==> src/rtl/dac_serial_tx.sv <==
// Serializer for a 12-bit SPI-style DAC: one parallel sample per start pulse becomes a
// 16-bit Sync/Sclk/Data_DAC frame, followed by a Sync-high gap before done.
module dac_serial_tx #(
    parameter int         N_ADC   = 12,
    parameter int         CLK_DIV = 4,
    parameter logic [1:0] PD_MODE = 2'b00
) (
    input  logic             clock_In,
    input  logic             Reset,
    input  logic [N_ADC-1:0] data_In,
    input  logic             start,
    output logic             busy,
    output logic             done,
    output logic             Sync,
    output logic             Sclk,
    output logic             Data_DAC
);

    localparam int FW  = N_ADC + 4;
    localparam int HCW = (CLK_DIV > 1) ? $clog2(CLK_DIV) : 1;
    localparam int BCW = $clog2(FW + 1);
    localparam logic [HCW-1:0] HC_MAX = HCW'(CLK_DIV - 1);
    localparam logic [BCW-1:0] BC_END = BCW'(FW);

    typedef enum logic [1:0] {IDLE, SHIFT, GAP} state_t;

    state_t         state, state_next;
    logic [HCW-1:0] hc, hc_next;
    logic [BCW-1:0] bit_cnt, bit_cnt_next;
    logic [FW-1:0]  shreg, shreg_next;
    logic [FW-1:0]  frame;
    logic           sync_next, sclk_next, data_next, busy_next, done_next;
    logic           hc_wrap, frame_end;

    assign frame     = {2'b00, PD_MODE, data_In};
    assign hc_wrap   = (hc == HC_MAX);
    // The rise that follows the last falling edge closes the frame instead of shifting
    assign frame_end = hc_wrap && !Sclk && (bit_cnt == BC_END);

    always_ff @(posedge clock_In or posedge Reset) begin
        if (Reset) begin
            state    <= IDLE;
            hc       <= '0;
            bit_cnt  <= '0;
            shreg    <= '0;
            Sync     <= 1'b1;
            Sclk     <= 1'b1;
            Data_DAC <= 1'b0;
            busy     <= 1'b0;
            done     <= 1'b0;
        end else begin
            state    <= state_next;
            hc       <= hc_next;
            bit_cnt  <= bit_cnt_next;
            shreg    <= shreg_next;
            Sync     <= sync_next;
            Sclk     <= sclk_next;
            Data_DAC <= data_next;
            busy     <= busy_next;
            done     <= done_next;
        end
    end

    always_comb begin
        state_next = state;
        case (state)
            IDLE:    if (start)     state_next = SHIFT;
            SHIFT:   if (frame_end) state_next = GAP;
            GAP:     if (hc_wrap)   state_next = IDLE;
            default:                state_next = IDLE;
        endcase
    end

    // Next values of every registered output, so nothing combinational reaches a port
    always_comb begin
        hc_next      = hc;
        bit_cnt_next = bit_cnt;
        shreg_next   = shreg;
        sync_next    = Sync;
        sclk_next    = Sclk;
        data_next    = Data_DAC;
        busy_next    = busy;
        done_next    = 1'b0;
        case (state)
            IDLE: begin
                busy_next = start;
                if (start) begin
                    shreg_next   = frame;
                    hc_next      = '0;
                    bit_cnt_next = '0;
                    sync_next    = 1'b0;
                    sclk_next    = 1'b1;
                    data_next    = frame[FW-1];
                end
            end
            SHIFT: begin
                hc_next = hc_wrap ? '0 : hc + 1'b1;
                if (hc_wrap) begin
                    if (Sclk) begin
                        sclk_next    = 1'b0;
                        bit_cnt_next = bit_cnt + 1'b1;
                    end else if (bit_cnt == BC_END) begin
                        sclk_next = 1'b1;
                        sync_next = 1'b1;
                        data_next = 1'b0;
                    end else begin
                        sclk_next  = 1'b1;
                        shreg_next = shreg << 1;
                        data_next  = shreg[FW-2];
                    end
                end
            end
            GAP: begin
                hc_next = hc_wrap ? '0 : hc + 1'b1;
                if (hc_wrap) begin
                    done_next = 1'b1;
                    busy_next = 1'b0;
                end
            end
            default: begin
                busy_next = 1'b0;
            end
        endcase
    end

endmodule

==> config.mk <==
export PLATFORM = sky130hd
export DESIGN_NAME = dac_serial_tx
export DESIGN_NICKNAME = d
export VERILOG_FILES = /design/src/rtl/dac_serial_tx.sv
export SDC_FILE = /design/constraint.sdc
export NUM_CORES = 1
export LEC_CHECK = 0
export BUFFER_PORTS_ARGS = -buffer_cell sky130_fd_sc_hd__buf_2
export CAP_MARGIN = 20
export CELL_PAD_IN_SITES_DETAIL_PLACEMENT = 1
export CELL_PAD_IN_SITES_GLOBAL_PLACEMENT = 2
export CORE_MARGIN = 5
export CORE_UTILIZATION = 37
export CTS_CLUSTER_SIZE = 8
export DETAILED_ROUTE_END_ITERATION = 16
export PLACE_DENSITY_LB_ADDON = 0.1
export SLEW_MARGIN = 20
export SYNTH_ARGS = -nofsm -noshare
export SYNTH_HDL_FRONTEND = slang
export SYNTH_SLANG_ARGS = --single-unit
==> constraint.sdc <==
create_clock -name clock_In -period 4.2 [get_ports clock_In]
set_input_delay 0 -clock clock_In [delete_from_list [all_inputs] [get_ports clock_In]]
set_output_delay 0 -clock clock_In [all_outputs]
set_load 0.005 [all_outputs]
Word-level counts from Yosys, hierarchy flattened
Index checks and enable logic that the tools add are counted.
{"block": "totals", "word_cells": 72, "regBits": 29, "in_bits": 15, "output_inout_bits": 5}
{"block": "op_classes", "eq_ne": 12, "n_reduce_logical": 15, "n_mux": 33, "addsub": 2, "n_bitwise": 1}
{"cell": "$mux 15", "n": 4}
{"cell": "$pmux 15 s2", "n": 1}
{"cell": "$ne 2x2->1 const B", "n": 8}
{"cell": "$mux 5", "n": 3}
{"cell": "$mux 1", "n": 13}
{"cell": "$mux 2", "n": 5}
{"cell": "$pmux 5 s2", "n": 1}
{"cell": "$reduce_and 5->1", "n": 2}
{"cell": "$reduce_and 4->1", "n": 2}
{"cell": "$pmux 1 s2", "n": 3}
{"cell": "$pmux 2 s3", "n": 1}
{"cell": "$reduce_and 3->1", "n": 2}
{"cell": "$add 5x1->5 const B", "n": 1}
{"cell": "$eq 5x5->1 const B", "n": 1}
{"cell": "$eq 2x2->1 const B", "n": 2}
{"cell": "$pmux 2 s2", "n": 1}
{"cell": "$reduce_and 2->1", "n": 2}
{"cell": "$reduce_bool 2->1", "n": 2}
{"cell": "$pmux 1 s3", "n": 1}
{"cell": "$add 2x1->2 const B", "n": 1}
{"cell": "$eq 2x1->1 const B", "n": 1}
{"cell": "$logic_and 1x1->1", "n": 2}
{"cell": "$logic_not 2->1", "n": 1}
{"cell": "$reduce_or 2->1", "n": 1}
{"cell": "other kinds (2)", "n": 2}

Depth between registers and ports, before layout
{"block": "logic_depth", "ltp_word": 5, "mapped_depth": 8, "depth_no_buf": 6}

Worst setup path after synthesis
No wires, ideal clock.
{"block": "synth_path", "path_kind": "register -> register", "start": "register state[0]", "end": "register shreg[1]", "synth_period_minus_slack_ps": 1819, "path_buffers": 1, "setup_ps": 123, "t_required_ps": 4077, "path_slack_ps": 2381, "stages_incl_launch_ff": 8, "arrival_ps": 1696, "cell_sequence": "dfrtp_1 > inv_1 > ha_1 > mux2i_1 > a21o_1 > a21oi_1 > buf_2 > o221a_1"}
{"block": "synth_via", "elab_chain_cells": 3, "elab_cells_between_ends": 9, "cone_classes": "5 x eq/ne; 1 x mux; 3 x reduce/logical"}
{"element": "start, declared", "line_no": "27", "rtl": "state_t state, state_next;"}
{"element": "start signal, assigned", "line_no": "52", "rtl": "state <= state_next;"}
{"element": "$eq 2x1->1 or $logic_not 2->1 (tied branches)", "line_no": "84", "rtl": "case (state)"}
{"element": "$ne 2x2->1 (no source line) or $reduce_bool 2->1 (tied branches)"}
{"element": "$reduce_and 5->1 (no source line)"}
{"element": "end signal, assigned", "line_no": "55", "rtl": "shreg <= shreg_next;"}
{"element": "end, declared", "line_no": "30", "rtl": "logic [FW-1:0] shreg, shreg_next;"}
Parallel ways exist; a longest one is shown, timed or not.
A chain may end at the register's enable or synchronous reset.

Final worst setup path
{"block": "layout_path", "start": "register state[1]", "end": "register shreg[5]"}
Same word-level chain as after synthesis.

==> results by group <==
Yosys
  – Post-synthesis cell count: roughly 130
  – Part of the Yosys area used for sequential elements: 0.512
  – Post-Synth XOR/XNOR Area: 0.0185
  – Syn nets: 153
  – Simple-gate area share of the yosys netlist: 0.151
  – Synth Cell Area: 1420 sq um
  – Multiplexer fraction of the synthesized cell area: 0.00704
  – Share of synthesized cell area in full adder, half adder and majority cells: 0.0528
  – Post-synthesis average cell area: 10.8 sq um
  – Post-synthesis cell type count: 35
  – Yosys warnings: 0
  – Complex-gate fraction of the synthesized area: 0.220
  – Yosys reg bits: 29
  – Dominant combinational cell family by area after synthesis: compound AO/OA/AOI/OAI gates

Clock network
  – Latest clock arrival within the worst-skew pair: approximately 0.27 ns
  – TritonCTS clock tree: built
  – Clock buffer count from CTS: 5
  – Post-CTS resize count: 0
  – Count of H-tree levels built during CTS: 2
  – # clock sinks: 29
  – Postcts setup bufs: 0
  – Register clock-pin slew on the reported worst setup and hold paths: ~0.060 ns
  – CTS max path bufs: 2
  – Clk root buf: sky130_fd_sc_hd__clkbuf_8
  – Hold buffer count at CTS: 2

Setup path
  – Data arrival at the endpoint of the critical path: roughly 3.1 ns
  – Startpoint class of the critical path: flip-flop
  – Worst setup path class: flip-flop to flip-flop
  – Maximum fanout along the worst path: 28
  – Data required time at the worst endpoint: between 4 and 5 ns
  – Kind of end point of the critical path: flip-flop
  – Setup slack of the most critical reg-to-reg path: between 1 and 1.5 ns

Cells and area
  – Multi-input logic area: approximately 640 sq um
  – Inserted Diodes: 0
  – Number of filler cells placed in the layout: between 400 and 500
  – Final core utilization: 0.458
  – Synthesis-to-finish area growth: 18.7%
  – Share of layout cells above drive strength 1: 0.192
  – Register Area: roughly 730 sq um
  – Total number of nets in the final design: between 150 and 200

Pwr
  – Total power per unit cell area: between 300 and 400 nW/um^2
  – Worst voltage drop across the vdd grid: about 170 uV
  – Leakage: ~0.00076 uW

STA
  – Clock Skews: roughly 0.0043 ns
  – Final Slew Violations: 0
  – Final period utilization: 0.683
  – Crit path time final: 2.87 ns
  – RSZ-0062 raised after global routing: no
  – Slew headroom: 0.392
  – Max Fclk: roughly 0.35 GHz
  – Worst Max-Slew Pin Slew: a little over 0.9 ns
  – Hold Fails Final Rpt: 0
  – Number of endpoints failing setup at the final stage: 0
  – Sum Neg Setup Slack: 0 ns

Global route
  – Maximum number of pins on one net before global-route repair: 29
  – Number of global-route vias before repair: 1176
  – Global-route wire length before repair: a little under 6 mm
  – Total Routing Usage GR: 0.144
  – Initial antenna violation count: 0
  – Global route overflow: 0

Detailed routing
  – Routed length on met2: between 1.5 and 2 mm
  – Wire length reported by the detailed router: 3.25 mm
  – Number of antenna-violating nets in the routed design: 0
  – DRT iter0 DRCs: 27
  – Count of unresolved DRC violations after routing: 0
  – Via density per instance: about 5.3
  – Uppermost metal layer occupied by signal nets: met4
  – Routed length per instance: approximately 16 um
  – Detailed-router iteration count before antenna repair: 4
  – Met3 wire length: approximately 120 um
  – Met1 layer wirelength in the final routing: ~1.6 mm
  – Number of vias after detailed routing: about 1100

Floorplan
  – Initial Utilization: 0.386
  – Area of the placeable core: 3690 sq um
  – Total number of placement rows: 22
  – Die area: approximately 5200 sq um
  – Die Span X: 72.0 um
  – Vertical extent of the die: a little over 70 um
  – Number of top-level pins: 20

Run
  – Count of max-cap constraint violations: 0

Min path
  – Hold Path Class: primary input to flip-flop

Placed design
  – Half-perimeter wire length after placement: around 2.4 mm
  – Count of input and output buffers: 19
  – Weighted congestion reported at the end of routability-driven placement: about 0.74

Status
  – Result of the run: completed
-- cells in the final DEF (no fill, tap or decap), types with 2 or more instances in the layout --
| master | netlist | final |
|---|---|---|
| sky130_fd_sc_hd__nand2b_1 | 3 | 3 |
| sky130_fd_sc_hd__o221a_1 | 9 | 9 |
| sky130_fd_sc_hd__dfrtp_1 | 27 | 27 |
| sky130_fd_sc_hd__inv_1 | 6 | 6 |
| sky130_fd_sc_hd__a21oi_1 | 6 | 6 |
| sky130_fd_sc_hd__nor2_1 | 11 | 11 |
| sky130_fd_sc_hd__o21a_1 | 2 | 2 |
| sky130_fd_sc_hd__a22o_1 | 5 | 5 |
| sky130_fd_sc_hd__nand2_1 | 6 | 6 |
| sky130_fd_sc_hd__o22a_1 | 2 | 2 |
| sky130_fd_sc_hd__clkbuf_8 | 0 | 6 |
| sky130_fd_sc_hd__dlygate4sd3_1 | 0 | 2 |
| sky130_fd_sc_hd__a32o_1 | 2 | 2 |
| sky130_fd_sc_hd__dfstp_2 | 2 | 2 |
| sky130_fd_sc_hd__nor2b_1 | 2 | 2 |
| sky130_fd_sc_hd__nand3_1 | 2 | 2 |
| sky130_fd_sc_hd__xnor2_1 | 3 | 3 |
| sky130_fd_sc_hd__or3_1 | 9 | 9 |
| sky130_fd_sc_hd__buf_2 | 2 | 19 |
| sky130_fd_sc_hd__nor3_1 | 3 | 3 |
| sky130_fd_sc_hd__o21ai_0 | 8 | 8 |
| sky130_fd_sc_hd__ha_1 | 6 | 6 |
-- worst max-delay path, cell delays in order (launching register included) --
cell and delay [ns]:
sky130_fd_sc_hd__dfrtp_1 0.40, sky130_fd_sc_hd__inv_1 0.08, sky130_fd_sc_hd__ha_1 0.67, sky130_fd_sc_hd__mux2i_1 0.33
sky130_fd_sc_hd__a21o_1 0.29, sky130_fd_sc_hd__a21oi_1 0.72, sky130_fd_sc_hd__o221a_1 0.30
-- stage by stage --
stage / total power [uW] / setup WS (ns) / hold slack (ns) / std cells / area [sq um]
after floorplan: 289 / 2.38 / 0.0766 / 132 / 1420
after global placement: 298 / 1.43 / 0.00671 / 194 / 1550
after detailed placement: 298 / 1.30 / 0.0189 / 194 / 1550
after CTS: 601 / 1.30 / 0.0635 / 204 / 1690
after global routing: 620 / 0.976 / 0.0577 / 204 / 1690
final: 591 / 1.33 / 0.0653 / 204 / 1690
-- synthesized netlist by cell type --
cell / n / area [sq um]
sky130_fd_sc_hd__buf_2: 2 / 10.0
sky130_fd_sc_hd__o31ai_1: 1 / 7.51
sky130_fd_sc_hd__a21o_1: 1 / 7.51
sky130_fd_sc_hd__a21boi_0: 1 / 7.51
sky130_fd_sc_hd__a31o_2: 1 / 8.76
sky130_fd_sc_hd__xnor2_1: 3 / 26.3
sky130_fd_sc_hd__nor3_1: 3 / 15.0
sky130_fd_sc_hd__nand3_1: 2 / 10.0
sky130_fd_sc_hd__ha_1: 6 / 75.1
sky130_fd_sc_hd__o21a_1: 2 / 15.0
sky130_fd_sc_hd__or2_1: 1 / 6.26
sky130_fd_sc_hd__o21ai_0: 8 / 40.0
sky130_fd_sc_hd__nand2_1: 6 / 22.5
sky130_fd_sc_hd__dfrtp_1: 27 / 676
sky130_fd_sc_hd__inv_1: 6 / 22.5
sky130_fd_sc_hd__mux2i_1: 1 / 10.0
sky130_fd_sc_hd__nor3b_1: 1 / 7.51
sky130_fd_sc_hd__and2_1: 1 / 6.26
sky130_fd_sc_hd__a211oi_1: 1 / 7.51
sky130_fd_sc_hd__buf_1: 1 / 3.75
sky130_fd_sc_hd__o22a_1: 2 / 17.5
sky130_fd_sc_hd__clkbuf_1: 2 / 7.51
sky130_fd_sc_hd__o22ai_1: 1 / 6.26
sky130_fd_sc_hd__dfstp_2: 2 / 52.6
sky130_fd_sc_hd__nand2b_1: 3 / 18.8
sky130_fd_sc_hd__buf_6: 1 / 11.3
sky130_fd_sc_hd__nand4_1: 1 / 6.26
sky130_fd_sc_hd__a21oi_1: 6 / 30.0
sky130_fd_sc_hd__a32o_1: 2 / 20.0
sky130_fd_sc_hd__o221a_1: 9 / 101
sky130_fd_sc_hd__or3_1: 9 / 56.3
sky130_fd_sc_hd__nor2_1: 11 / 41.3
sky130_fd_sc_hd__nor2b_1: 2 / 12.5
sky130_fd_sc_hd__and4bb_1: 1 / 12.5
sky130_fd_sc_hd__a22o_1: 5 / 43.8
-- per-layer routing --
layer  GRT usage  up-vias
li1            -      530
met1       0.185      535
met2       0.232       15
met3      0.0443        4
met4      0.0438        0
met5           0        -
-- sequential cells by signal, indices dropped and copies added (netlist names) --
signal and count:
Data_DAC 1, Sclk 1, Sync 1, bit_cnt 5, busy 1, done 1, hc 2, shreg 15
state 2
-- kinds of logic (layout without fill, tap and decap cells) --
group           Yosys count  after routing
simple gates             41             41
compound gates           40             40
flops                    29             29
buf+inv                  12             36
fa+ha+maj                 6              6
xor+xnor                  3              3
mux                       1              1
-- where the power goes --
group          leakage (uW)  switching (uW)  internal [uW]
clock             0.0000585             104            193
sequential         0.000378               0            279
combinational      0.000327            7.89           6.54
-- layout make-up --
cell class	count	share of cell area
flip-flops and latches	29	0.431
multi-input cells	91	0.379
repair buffers	22	0.0726
clock buffers	7	0.0511
well taps	48	0.0356
clock inverters	1	0.0178
inverters	6	0.0133
-- final timing paths --
check                             endpoint  cells after the start       start
worst max register to register    shreg[5]                      6    state[1]
worst min-delay path              shreg[1]                      3  data_In[1]
max in group asynchronous       bit_cnt[3]                      4       Reset
min in group asynchronous         state[1]                      3       Reset
worst max-delay path              shreg[5]                      6    state[1]
worst min register to register        Sync                      2        Sync
Power figures use the tool's default switching activity.
